==> src/rtl/spi_pkg.sv <==
// Shared SPI definitions: word width, mode-0 line conventions and the responder FSM states.
package spi_pkg;

    localparam int   SPI_DATA_W    = 8;
    localparam logic SPI_CPOL      = 1'b0;
    localparam logic SPI_CPHA      = 1'b0;
    localparam logic SPI_MSB_FIRST = 1'b1;
    localparam logic SPI_CS_IDLE   = 1'b1;
    localparam logic SPI_DATA_IDLE = 1'b0;

    typedef enum logic [1:0] {
        IDLE,
        SELECT,
        SHIFT
    } spi_state_e;

endpackage

==> src/rtl/spi_edge_sync.sv <==
// Multi-flop synchronizer for one asynchronous bit with rise/fall pulses taken after the last stage.
module spi_edge_sync #(
    parameter int   SYNC_STAGES = 2,
    parameter logic IDLE_LVL    = 1'b0
) (
    input  logic clk,
    input  logic rst,
    input  logic async_i,
    output logic level_o,
    output logic rise_o,
    output logic fall_o
);

    logic [SYNC_STAGES-1:0] sync_q;
    logic                   prev_q;

    always_ff @(posedge clk) begin
        if (rst) begin
            sync_q <= {SYNC_STAGES{IDLE_LVL}};
            prev_q <= IDLE_LVL;
        end else begin
            sync_q <= {sync_q[SYNC_STAGES-2:0], async_i};
            prev_q <= sync_q[SYNC_STAGES-1];
        end
    end

    assign level_o = sync_q[SYNC_STAGES-1];
    assign rise_o  = sync_q[SYNC_STAGES-1] & ~prev_q;
    assign fall_o  = ~sync_q[SYNC_STAGES-1] & prev_q;

endmodule

==> src/rtl/spi_slave.sv <==
// Mode-0 SPI responder: oversampled sck/cs_n/mosi, MSB-first shift in/out, per-word strobes.
module spi_slave
    import spi_pkg::*;
#(
    parameter int DATA_W      = SPI_DATA_W,
    parameter int SYNC_STAGES = 2
) (
    input  logic              clk,
    input  logic              rst,
    input  logic              sck,
    input  logic              cs_n,
    input  logic              mosi,
    output logic              miso,
    output logic              miso_oe,
    input  logic [DATA_W-1:0] DIN,
    output logic              tx_ack,
    output logic [DATA_W-1:0] DOUT,
    output logic              rx_valid,
    output logic              bsy
);

    localparam int               CNT_W    = $clog2(DATA_W);
    localparam logic [CNT_W-1:0] LAST_BIT = CNT_W'(DATA_W - 1);

    logic sck_rise, sck_fall, cs_rise, cs_fall, mosi_s;
    logic sck_lvl, cs_lvl, mosi_rise, mosi_fall;
    logic unused_edges;

    spi_edge_sync #(.SYNC_STAGES(SYNC_STAGES), .IDLE_LVL(SPI_CPOL)) u_sck_sync (
        .clk(clk), .rst(rst), .async_i(sck),
        .level_o(sck_lvl), .rise_o(sck_rise), .fall_o(sck_fall)
    );

    spi_edge_sync #(.SYNC_STAGES(SYNC_STAGES), .IDLE_LVL(SPI_CS_IDLE)) u_cs_sync (
        .clk(clk), .rst(rst), .async_i(cs_n),
        .level_o(cs_lvl), .rise_o(cs_rise), .fall_o(cs_fall)
    );

    spi_edge_sync #(.SYNC_STAGES(SYNC_STAGES), .IDLE_LVL(SPI_DATA_IDLE)) u_mosi_sync (
        .clk(clk), .rst(rst), .async_i(mosi),
        .level_o(mosi_s), .rise_o(mosi_rise), .fall_o(mosi_fall)
    );

    assign unused_edges = &{1'b0, sck_lvl, cs_lvl, mosi_rise, mosi_fall};

    spi_state_e        state_q;
    logic [CNT_W-1:0]  bit_cnt_q;
    logic [DATA_W-1:0] tx_shift_q, rx_shift_q, rx_shift_d, dout_q;
    logic              miso_q, miso_oe_q, tx_ack_q, rx_valid_q, bsy_q;

    assign rx_shift_d = {rx_shift_q[DATA_W-2:0], mosi_s};

    // cs_n rising wins over any sck edge detected in the same cycle.
    always_ff @(posedge clk) begin
        if (rst) begin
            state_q    <= IDLE;
            bit_cnt_q  <= '0;
            tx_shift_q <= '0;
            rx_shift_q <= '0;
            dout_q     <= '0;
            miso_q     <= 1'b0;
            miso_oe_q  <= 1'b0;
            tx_ack_q   <= 1'b0;
            rx_valid_q <= 1'b0;
            bsy_q      <= 1'b0;
        end else begin
            tx_ack_q   <= 1'b0;
            rx_valid_q <= 1'b0;
            case (state_q)
                IDLE: begin
                    miso_q    <= 1'b0;
                    miso_oe_q <= 1'b0;
                    bsy_q     <= 1'b0;
                    bit_cnt_q <= '0;
                    if (cs_fall) state_q <= SELECT;
                end
                SELECT: begin
                    if (cs_rise) begin
                        state_q <= IDLE;
                    end else begin
                        tx_shift_q <= DIN;
                        tx_ack_q   <= 1'b1;
                        bit_cnt_q  <= '0;
                        bsy_q      <= 1'b1;
                        miso_oe_q  <= 1'b1;
                        miso_q     <= DIN[DATA_W-1];
                        state_q    <= SHIFT;
                    end
                end
                SHIFT: begin
                    if (cs_rise) begin
                        state_q   <= IDLE;
                        miso_q    <= 1'b0;
                        miso_oe_q <= 1'b0;
                        bsy_q     <= 1'b0;
                        bit_cnt_q <= '0;
                    end else if (sck_rise) begin
                        rx_shift_q <= rx_shift_d;
                        if (bit_cnt_q == LAST_BIT) begin
                            bit_cnt_q  <= '0;
                            dout_q     <= rx_shift_d;
                            rx_valid_q <= 1'b1;
                        end else begin
                            bit_cnt_q <= bit_cnt_q + CNT_W'(1);
                        end
                    end else if (sck_fall) begin
                        // Falling edge at a word boundary loads the next transmit word.
                        if (bit_cnt_q == '0) begin
                            tx_shift_q <= DIN;
                            tx_ack_q   <= 1'b1;
                            miso_q     <= DIN[DATA_W-1];
                        end else begin
                            tx_shift_q <= tx_shift_q << 1;
                            miso_q     <= tx_shift_q[DATA_W-2];
                        end
                    end
                end
                default: state_q <= IDLE;
            endcase
        end
    end

    assign miso     = miso_q;
    assign miso_oe  = miso_oe_q;
    assign tx_ack   = tx_ack_q;
    assign DOUT     = dout_q;
    assign rx_valid = rx_valid_q;
    assign bsy      = bsy_q;

endmodule

==> config.mk <==
export PLATFORM = sky130hd
export DESIGN_NAME = spi_slave
export DESIGN_NICKNAME = d
export VERILOG_FILES = /design/src/rtl/spi_pkg.sv /design/src/rtl/spi_edge_sync.sv /design/src/rtl/spi_slave.sv
export SDC_FILE = /design/constraint.sdc
export NUM_CORES = 1
export LEC_CHECK = 0
export CELL_PAD_IN_SITES_DETAIL_PLACEMENT = 0
export CELL_PAD_IN_SITES_GLOBAL_PLACEMENT = 1
export CORE_ASPECT_RATIO = 0.8
export CORE_MARGIN = 5
export CORE_UTILIZATION = 43
export CTS_CLUSTER_DIAMETER = 80
export DETAILED_ROUTE_END_ITERATION = 10
export GPL_ROUTABILITY_DRIVEN = 0
export PLACE_DENSITY_LB_ADDON = 0.1
export SLEW_MARGIN = 20
export SYNTH_ARGS = -nofsm -noshare
export SYNTH_HDL_FRONTEND = slang
export SYNTH_HIERARCHICAL = 1
export SYNTH_SLANG_ARGS = --single-unit
==> constraint.sdc <==
create_clock -name clk -period 4.35 [get_ports clk]
set_clock_uncertainty 0.2 [all_clocks]
set_input_delay 0.87 -clock clk [delete_from_list [all_inputs] [get_ports clk]]
set_output_delay 0.87 -clock clk [all_outputs]
set_load 0.005 [all_outputs]
==> results.txt, run 1 <==
The tools report the count of TritonRoute iterations in the first routing pass as 4. The startpoint of the worst-slack reg-to-reg timing path is u_sck_sync/sync_q[1]. Measured along the x axis, the die boundary spans 79.8 µm. Counting both buffers and inverters, the worst setup path holds a total of 0. The worst-path cell with the longest stage delay was sky130_fd_sc_hd__nor2b_1. Across the run, the number of max-cap violations was 0. The logs give 2 for the number of H-tree branching levels and 33.8% for the worst max-slew margin expressed relative to the limit. Post-DP HPWL: 2260 µm. Maximum single-stage delay on the critical path: 0.79 ns. The worst hold path belongs to the class flop to flop. After detailed routing, the total wire length is 3290 µm. The endpoint type of the worst setup path was a flop. The clock passes through at most 2 buffers.

The floorplan step defined a die boundary enclosing 0.00525 mm². Dividing the final minimum period by the clock period gives 52.6%. For the number of core rows, the log shows 20.

The layout has 359 filler cells. The mapped netlist covers 0.00167 mm². The number of nets handed over by synthesis was 209. In this run the count of I/O pins placed on the die edge is 26. The clock net in this run drives a total of 39 sinks.

The tools report the count of warnings emitted by yosys as 6. After detailed routing, the number of vias per cell comes to 4.91. For the violation count after the first detailed-routing iteration, the log shows 55. Averaged over all synthesized cells, the footprint is 8.86 µm². The tools report the setup-violating endpoint count in the final report as 0. The quantity of hold-fixing buffers added after cts is 0. The clock period could shrink to 2.29 ns.

TritonCTS built the clock tree. The tools report the aggregate global-route resource usage as 14.0%. The region available for standard cell placement spans 0.00378 mm². The commonest non-fill, non-tap cell in the layout is sky130_fd_sc_hd__dfxtp_1. Walking the worst path, the cells encountered are nor2b_1, nand3_1, nand2_1, a21oi_1. At the worst endpoint, the required time is 4.31 ns. The critical path runs through a total of 4 cells. The worst hold path cell count came out at 1.

The worst setup path is of the flop to flop kind. At the later pin of the worst-skew pair, clock insertion delay measures 0.29 ns. Cell family with the largest share of critical-path delay: simple AND/OR/NAND/NOR gates.

The tools report the number of setup buffers added after CTS as 0. Port buffering added 25 buffers. Setup repair after global routing left no endpoint under its margin.

The total clock buffers created by CTS is 5, and the wire length per cell is 12.3 µm. For the pin with the worst max-slew slack, the measured transition is 0.991 ns. The worst reg2reg path endpoint is DOUT[4]. The worst setup slack after layout was 2.06 ns. The tools report the maximum vdd ir drop as 0.170 mV. The run gives 44.3% as the initial core utilization. The run finished with clean final reports. In this run the register-to-register setup slack is 2.06 ns.

The final layout contains 232 nets. After clock tree synthesis, the clock-pin slew on the worst setup and hold paths is 0.07 ns. The tools report the worst setup slack after placement as 2.07 ns. The tools report the arrival time of data at the critical path endpoint as 2.25 ns. The repair_antennas step left the layout with diodes totalling 0. The static power due to leakage was 0.000717 µW; the die boundary height was 65.8 µm. The top cell types in the final layout, fill and taps aside, are 39 x sky130_fd_sc_hd__dfxtp_1, 35 x sky130_fd_sc_hd__nand2_1, 25 x sky130_fd_sc_hd__clkdlybuf4s50_1. In this run the remaining antenna-violating nets after routing total 0. The worst register-to-register path has a depth of 4. Entering global routing, the biggest net connects 41 pins. The maximum fanout along the worst path came out at 14.

The path with the worst hold slack has its endpoint at u_cs_sync/sync_q[1]. The final hold violation count was 0. The tools report the remaining global-route overflow as 0. The gate count of the mapped netlist came out at 189. The number of global-route vias before repair is 1,281, and the DRC violation count after routing is 0. The global-route wire length before repair is 5740 µm. Dividing total power by cell area gives a power density of 334 mW/mm². The share of layout cells above drive strength 1 works out to 8.45%. The critical path launch point type is a flop. After clock tree synthesis, the repair step resized 0 gates. The logs give 0.437 GHz for the fmax and 684 µW for the final total power. Final-report max-slew violation count: 0.

The origin of the worst min-delay path was u_cs_sync/sync_q[0]. Adding up every negative setup slack in the final design gives 0 ns. The tools report the cell chosen for the clock root as sky130_fd_sc_hd__clkbuf_8.

The via count is 1,315, and the area growth from synthesis to layout is 22.3%. The tools report the start point of the critical path as u_sck_sync/sync_q[1]. The run gives 0 as the number of antenna violations at the first check in global routing.
[metal layers]
metal	global-route usage (%)	part of all wire, %	vias to the layer above
li1	-	-	684
met1	18.3	50	604
met2	21.6	44	19
met3	3.95	3.8	8
met4	6.33	2.1	0
met5	0	0	-
[where the power goes]
part | switching (µW) | internal [µW]
registers | 4.02 | 365
logic | 23.9 | 24.4
clock network | 122 | 145
total | 150 | 534
[state kept, by name (all words and copies together) (netlist names), 2 cells and up]
signal	flops
DOUT	8
rx_shift_q	7
tx_shift_q	7
bit_cnt_q	3
state_q	2
u_cs_sync/sync_q	2
u_mosi_sync/sync_q	2
u_sck_sync/sync_q	2
[through the flow]
stage / cells / cell area [µm²] / utilization [%] / hold slack, ns
floorplan: 189 / 1670 / - / 0.183
global placement: 260 / 1950 / 51.6 / 0.187
detailed placement: 260 / 1950 / 51.6 / 0.187
CTS: 268 / 2050 / 54.2 / 0.204
global route: 268 / 2050 / 54.2 / 0.230
finish: 268 / 2050 / 54.2 / 0.204
[how the worst max path moves through the flow]
stage	end
floorplan	tx_shift_q[6]
global placement	miso
detailed placement	miso
CTS	DOUT[0]
global route	DOUT[5]
finish	DOUT[4]
[cell type report]
cell class | count | area (µm²) | area share, %
well taps | 55 | 68.8 | 3.36
clock buffers | 8 | 100 | 4.89
multi-input cells | 132 | 807 | 39.4
inverters | 7 | 26.3 | 1.28
repair buffers | 27 | 265 | 13.0
flip-flops and latches | 39 | 781 | 38.1
(Power assumes the default switching activity.)
==> run 2, diff against run 1 <==
CORE_UTILIZATION = 36   (was 43)
clock period = 2 ns   (was 4.35 ns; I/O delays follow)
==> results.txt, run 2 (synthesis gave the netlist of run 1 again) <==
The logs give 2 (unchanged) for the number of H-tree branching levels and 838 µm² (+3.9%) for the multi-input logic area. The count of TritonRoute iterations in the first routing pass was 4 (unchanged); the register-to-register setup slack was 0.13 ns (-1.93 ns). For the pin count of the biggest net entering global routing, the log shows 30 (-27%). The remaining global-route overflow is 0 (unchanged), and the number of buffers inserted by port buffering is 25 (unchanged).

The run gives 0 (unchanged) as the remaining antenna violation count after routing. The setup-violating endpoint count in the final report was 0 (unchanged); the portion of the clock cycle consumed by the worst path in the final layout was 93.6% (+41 points). The critical path launch point type is a flop.

The tools report the via count as 1,369 (+4.1%). For the post-DP HPWL, the log shows 2520 µm (+11%). The library cells used most frequently in the layout, excluding fill and tap cells, are 39 x sky130_fd_sc_hd__dfxtp_1, 35 x sky130_fd_sc_hd__nand2_1, 25 x sky130_fd_sc_hd__clkdlybuf4s50_1. The final net count is 242 (+4.3%), and the maximum fanout along the worst path is 5 (-9). The depth of the most critical reg-to-reg path was 7 (+3); the detail-routed via count per cell was 4.84 (-1.4%). The sequential cell area is 781 µm² (unchanged). The tools report the worst max-slew margin expressed relative to the limit as 76.5% (+43 points). The global-route wire length before repair is 6310 µm (+9.9%), and the cell area after layout is 0.00217 mm² (+5.9%). The shortest period the worst path allows was 1.87 ns (-0.417 ns). The startpoint identified for the worst hold timing path is u_cs_sync/sync_q[0].

Aggregate global-route resource usage: 12.6% (-1.5 points). The post-place instance area was 0.00203 mm² (+4.0%); the aggregate routed wire length was 3520 µm (+7.1%). The logs give 5 (unchanged) for the total clock buffers created by CTS and 1440 µW (+110%) for the final total power.

The wire length per cell was 12.4 µm (+1.4%); the worst hold path cell count was 1 (unchanged). The end point of the worst hold path was u_cs_sync/sync_q[1]. Transition time at the pin with the least slew margin: 0.350 ns (-0.641 ns). Setup repair after global routing left no endpoint under its margin.

The start point of the critical path was state_q[0]. The power per cell area was 662 mW/mm² (+98%); the area of the placeable core was 0.00454 mm² (+20%). The run gives 26 (unchanged) as the number of top-level design ports. The buffer depth of the longest clock path is 2 (unchanged).

The worst hold path belongs to the class flop to flop. The final hold violation count was 0 (unchanged); the clock transition at the registers of the reported paths was 0.08 ns (about the same). The run gives 0 (unchanged) as the max-cap violation count. The die boundary height came out at 71.0 µm (+7.9%). The number of antenna violations at the first check in global routing is 0 (unchanged), and the die width is 86.2 µm (+8.1%).

The static power due to leakage was 0.000776 µW (+8.2%); the final-report max-slew violation count was 0 (unchanged). The critical path is of the flop to flop type. The library cell used most frequently in the layout, excluding fill and tap cells, is sky130_fd_sc_hd__dfxtp_1. The source-to-sink clock delay at the later pin of the worst-skew pair was 0.28 ns (about the same).

The root buffer cell chosen for the clock tree is sky130_fd_sc_hd__clkbuf_8. The run gives 39 (unchanged) as the count of clock tree sinks. TritonCTS built the clock tree. The flow ran to the end, and the final reports show no timing, DRC or antenna violations.

The DRC violation count after routing is 0 (unchanged), and the maximum single-stage delay on the critical path is 0.48 ns (-0.31 ns). Area growth from synthesis to layout: 29.6%. The tools report the fmax as 0.534 GHz (+22%). The run gives 1,384 (+8.0%) as the number of global-route vias before repair. The count of inserted antenna diode cells is 0 (unchanged), and the fill cell total of the finished layout is 470 (+31%).

Among the stages of the critical path, the cell type that occurs most often is sky130_fd_sc_hd__buf_4. The quantity of hold-fixing buffers added after cts is 0 (unchanged), and the share of layout cells above drive strength 1 is 15.2% (+6.8 points). Flip-flop count of the largest register after layout: 8 (unchanged). The tools report the worst reg2reg path endpoint as bit_cnt_q[0]. The number of core rows came out at 22 (+10%). For the violation count after the first detailed-routing iteration, the log shows 36 (-35%). The critical path goes through inv_1, ha_4, buf_4, nand2b_4, buf_4, or4_1, a21oi_1. Initial core utilization: 36.9% (-7.4 points). The worst path required time is 2.02 ns (-2.29 ns). The tools report the startpoint of the worst-slack reg-to-reg timing path as state_q[0]. The full die area was 0.00612 mm² (+17%); the maximum vdd ir drop was 0.316 mV (+86%). The endpoint type of the worst setup path is a flop. The share of the core filled with cells came out at 47.8% (-6.4 points). The worst-path cell with the longest stage delay is sky130_fd_sc_hd__or4_1.

The arrival time of data at the critical path endpoint came out at 1.89 ns (-0.36 ns).
==> run 2: cell count changes in the layout (fill, tap and decap cells not counted), moves of 2 or more <==
cell,previous run,this run
sky130_fd_sc_hd__clkinv_2,0,3
sky130_fd_sc_hd__nor2b_2,0,2
sky130_fd_sc_hd__clkbuf_8,7,5
sky130_fd_sc_hd__buf_4,2,10
sky130_fd_sc_hd__buf_12,0,2
sky130_fd_sc_hd__nor2b_1,12,10
==> run 2: stage by stage <==
stage	setup slack [ns]	hold WS (ns)	cells	setup TNS (ns)
finish	0.128	0.205	283	0
global route	0.0182	0.231	283	0
CTS	0.0671	0.208	281	0
detailed placement	-0.0384	0.189	273	-0.0986
global placement	0.101	0.185	273	0
floorplan	0.163	0.183	189	0
==> run 2: timing repair <==
item | CTS | global route
setup buffers | 0 | 2
pin swaps | 0 | 1
endpoints found under the setup margin | 8 | 17
resized for setup | 1 | 6
endpoints found under the hold margin | 0 | 0
==> run 2: power breakdown <==
group	internal, µW	switching [µW]	total [µW]	leakage [µW]
Combinational	67.8	57.6	125	0.000412
Clock	239	268	507	0.0000477
Sequential	794	9.51	804	0.000316
==> run 2: how the worst max path moves through the flow <==
stage	slack (ns)	cells after the start	end
5_1_grt	0.02	7	bit_cnt_q[0]
6_report	0.13	7	bit_cnt_q[0]
3_5_place_dp	-0.04	6	DOUT[5]
2_1_floorplan	0.16	8	tx_shift_q[6]
3_3_place_gp	0.10	6	DOUT[0]
4_1_cts	0.07	7	bit_cnt_q[0]
==> run 2: critical path, delay by kind of cell, from the launching register on <==
family,cells,cell delay (ns)
adders and majority gates,1,0.17
and+or+nand+nor,2,0.55
buffers and inverters,3,0.40
AOI/OAI and AO/OA,1,0.13
DFF,1,0.35
==> run 2: cell type report <==
cell class | count | area share (%)
multi-input combinational | 132 | 38.6
sequential | 39 | 36.0
timing repair buffer | 37 | 16.8
tap | 60 | 3.46
clock buffer | 5 | 3.17
inverter | 7 | 1.21
clock inverter | 3 | 0.692
==> run 2: metal layers <==
metal	GRT usage, %	vias to the layer above	share of wire [%]
li1	-	705	-
met1	16.8	637	50
met2	19.6	22	45
met3	3.49	5	4.1
met4	4.15	0	0.91
met5	0	-	0
==> run 3, diff against run 2 <==
==> constraint.sdc (replaced) <==
create_clock -name clk -period 2 [get_ports clk]
set_clock_uncertainty 0.2 [all_clocks]
set_input_delay 0.2 -clock clk [delete_from_list [all_inputs] [get_ports clk]]
set_output_delay 0.2 -clock clk [all_outputs]
set_load 0.005 [all_outputs]
==> results.txt, run 3 (synthesis gave the netlist of run 1 again) <==
The run finished with clean final reports. The die width was 86.2 µm (unchanged); the violation count after the first detailed-routing iteration was 28 (-22%). The worst setup path is captured at a flop. The fmax was 0.529 GHz (-0.99%). The transition time at the pin with the least slew margin was 0.387 ns (+0.0366 ns); the DRC violation count after routing was 0 (unchanged).

The area growth from synthesis to layout works out to 26.5%. The tools report the worst reg2reg path endpoint as bit_cnt_q[1]. The arrival time of data at the critical path endpoint is 1.90 ns (about the same), and the fill cell total of the finished layout is 480 (+2.1%). For the sequential cell area, the log shows 782 µm² (+0.16%).

In this run the clock root is driven by a sky130_fd_sc_hd__clkbuf_8. The tools report the full die area as 0.00612 mm² (unchanged). The power per cell area is 674 mW/mm² (+1.9%). The logs give 0 (unchanged) for the max-cap violation count and 0.00212 mm² (-2.4%) for the cell area after layout.

The logs give 1430 µW (-0.51%) for the final total power and 26 (unchanged) for the number of top-level design ports. The tools report the count of inserted antenna diode cells as 0 (unchanged). The tools report the remaining antenna violation count after routing as 0 (unchanged).

The setup-violating endpoint count in the final report came out at 0 (unchanged). The count of placed standard cells in the final layout, fillers left out is 282 (-0.35%). The tools report the share of the core filled with cells as 46.6% (-1.1 points). The logs give 0 (unchanged) for the final hold violation count and 22 (unchanged) for the number of core rows. The worst setup path is launched from a flop. The total clock buffers created by CTS came out at 5 (unchanged). Static power due to leakage: 0.000761 µW (-1.9%). The depth of the most critical reg-to-reg path works out to 7 (unchanged). The library cell used most frequently in the layout, excluding fill and tap cells, is sky130_fd_sc_hd__dfxtp_1.

The path class of the tightest hold or removal check is flop to flop. The post-DP HPWL was 2490 µm (-1.0%). The number of antenna violations at the first check in global routing was 0 (unchanged); the multi-input logic area was 818 µm² (-2.4%). The worst setup path is of the flop to flop kind. The register-to-register setup slack was 0.11 ns (-0.02 ns); the buffer depth of the longest clock path was 2 (unchanged). The portion of the clock cycle consumed by the worst path in the final layout was 94.5% (+0.93 points). The quantity of hold-fixing buffers added after cts was 0 (unchanged); the shortest period the worst path allows was 1.89 ns (+0.0187 ns). Area of the placeable core: 0.00454 mm² (unchanged).

The wire length per cell is 12.2 µm (-1.8%). The critical path ends at bit_cnt_q[1]. The clock transition at the registers of the reported paths works out to 0.08 ns (about the same).

Maximum fanout along the worst path: 11 (+6). The run gives 39 (unchanged) as the count of clock tree sinks. The count of TritonRoute iterations in the first routing pass is 4 (unchanged), and the number of placed instances with taps included is 271 (-0.73%).

The number of global-route vias before repair is 1,327 (-4.1%), and the via count is 1,353 (-1.2%). The tools report the start point of the critical path as state_q[0]. The initial core utilization was 36.9% (unchanged). The logs give 0.206 ns (+0.000713 ns) for the final-layout worst hold slack and 241 (-0.41%) for the final net count. Detail-routed via count per cell: 4.80 (-0.82%). The worst register-to-register path begins at state_q[0]. The run gives 6060 µm (-3.9%) as the global-route wire length before repair. Setup repair after global routing left no endpoint under its margin. The die boundary height is 71.0 µm (unchanged). The remaining global-route overflow is 0 (unchanged). Worst path required time: 2.01 ns (about the same). TritonCTS built the clock tree. The final-report max-slew violation count is 0 (unchanged), and the flip-flop count of the largest register after layout is 8 (unchanged).

The run gives 3450 µm (-2.1%) as the aggregate routed wire length. The number of buffers inserted by port buffering was 25 (unchanged). The maximum vdd ir drop is 0.365 mV (+16%). For the pin count of the biggest net entering global routing, the log shows 29 (-3.3%). The source-to-sink clock delay at the later pin of the worst-skew pair was 0.29 ns (about the same). In the layout the commonest cells are 38 x sky130_fd_sc_hd__dfxtp_1, 35 x sky130_fd_sc_hd__nand2_1, 25 x sky130_fd_sc_hd__clkdlybuf4s50_1. The post-place instance area was 0.00200 mm² (-1.4%). For the worst max-slew margin expressed relative to the limit, the log shows 74.1% (-2.5 points). The aggregate global-route resource usage was 12.4% (-0.17 points); the number of H-tree branching levels was 2 (unchanged). The share of layout cells above drive strength 1 came out at 14.9% (-0.38 points).
-- run 3: critical path, stage by stage, from the launching register on --
cell,delay (ns)
sky130_fd_sc_hd__dfxtp_2,0.34
sky130_fd_sc_hd__inv_1,0.08
sky130_fd_sc_hd__ha_1,0.17
sky130_fd_sc_hd__buf_4,0.20
sky130_fd_sc_hd__nand2b_4,0.08
sky130_fd_sc_hd__buf_4,0.14
sky130_fd_sc_hd__or4_1,0.46
sky130_fd_sc_hd__a21oi_1,0.15
-- run 3: per-layer routing --
| metal | part of all wire, % | up-vias | track usage [%] |
|---|---|---|---|
| met2 | 43 | 30 | 18.6 |
| li1 | - | 698 | - |
| met1 | 51 | 621 | 16.4 |
| met4 | 0.78 | 0 | 3.98 |
| met3 | 4.7 | 4 | 4.77 |
| met5 | 0 | - | 0 |
-- run 3: how the worst min path moves through the flow --
stage | startpoint | endpoint | slack (ns) | depth (start not counted)
floorplan | rst | u_mosi_sync/sync_q[0] | 0.07 | 1
global placement | u_cs_sync/sync_q[0] | u_cs_sync/sync_q[1] | 0.19 | 1
detailed placement | u_cs_sync/sync_q[0] | u_cs_sync/sync_q[1] | 0.19 | 1
CTS | u_cs_sync/sync_q[0] | u_cs_sync/sync_q[1] | 0.21 | 1
global route | u_cs_sync/sync_q[0] | u_cs_sync/sync_q[1] | 0.23 | 1
finish | u_cs_sync/sync_q[0] | u_cs_sync/sync_q[1] | 0.21 | 1
-- run 3: layout make-up --
| class | count | share of cell area [%] |
|---|---|---|
| clock buffer | 5 | 3.25 |
| sequential | 39 | 36.9 |
| timing repair buffer | 36 | 15.7 |
| inverter | 7 | 1.24 |
| tap | 60 | 3.54 |
| multi-input combinational | 132 | 38.6 |
| clock inverter | 3 | 0.709 |
-- run 3: power breakdown --
part / switching [µW] / leakage, µW / internal, µW
registers: 9.05 / 0.000317 / 794
clock network: 270 / 0.0000477 / 239
logic: 54.2 / 0.000397 / 62.1
total: 334 / 0.000761 / 1090
-- run 3: through the flow --
stage | setup slack, ns | TNS (ns)
2_1_floorplan | 0.163 | 0
3_3_place_gp | 0.0299 | 0
3_5_place_dp | -0.0837 | -0.499
4_1_cts | 0.0823 | 0
5_1_grt | 0.00626 | 0
6_report | 0.109 | 0
-- run 3: repair_timing --
| item | in CTS | in global routing |
|---|---|---|
| setup endpoints to repair | 15 | 11 |
| pin swaps | 1 | 0 |
| endpoints found under the hold margin | 0 | 0 |
| gates resized for setup | 1 | 4 |
| setup buffers | 3 | 0 |
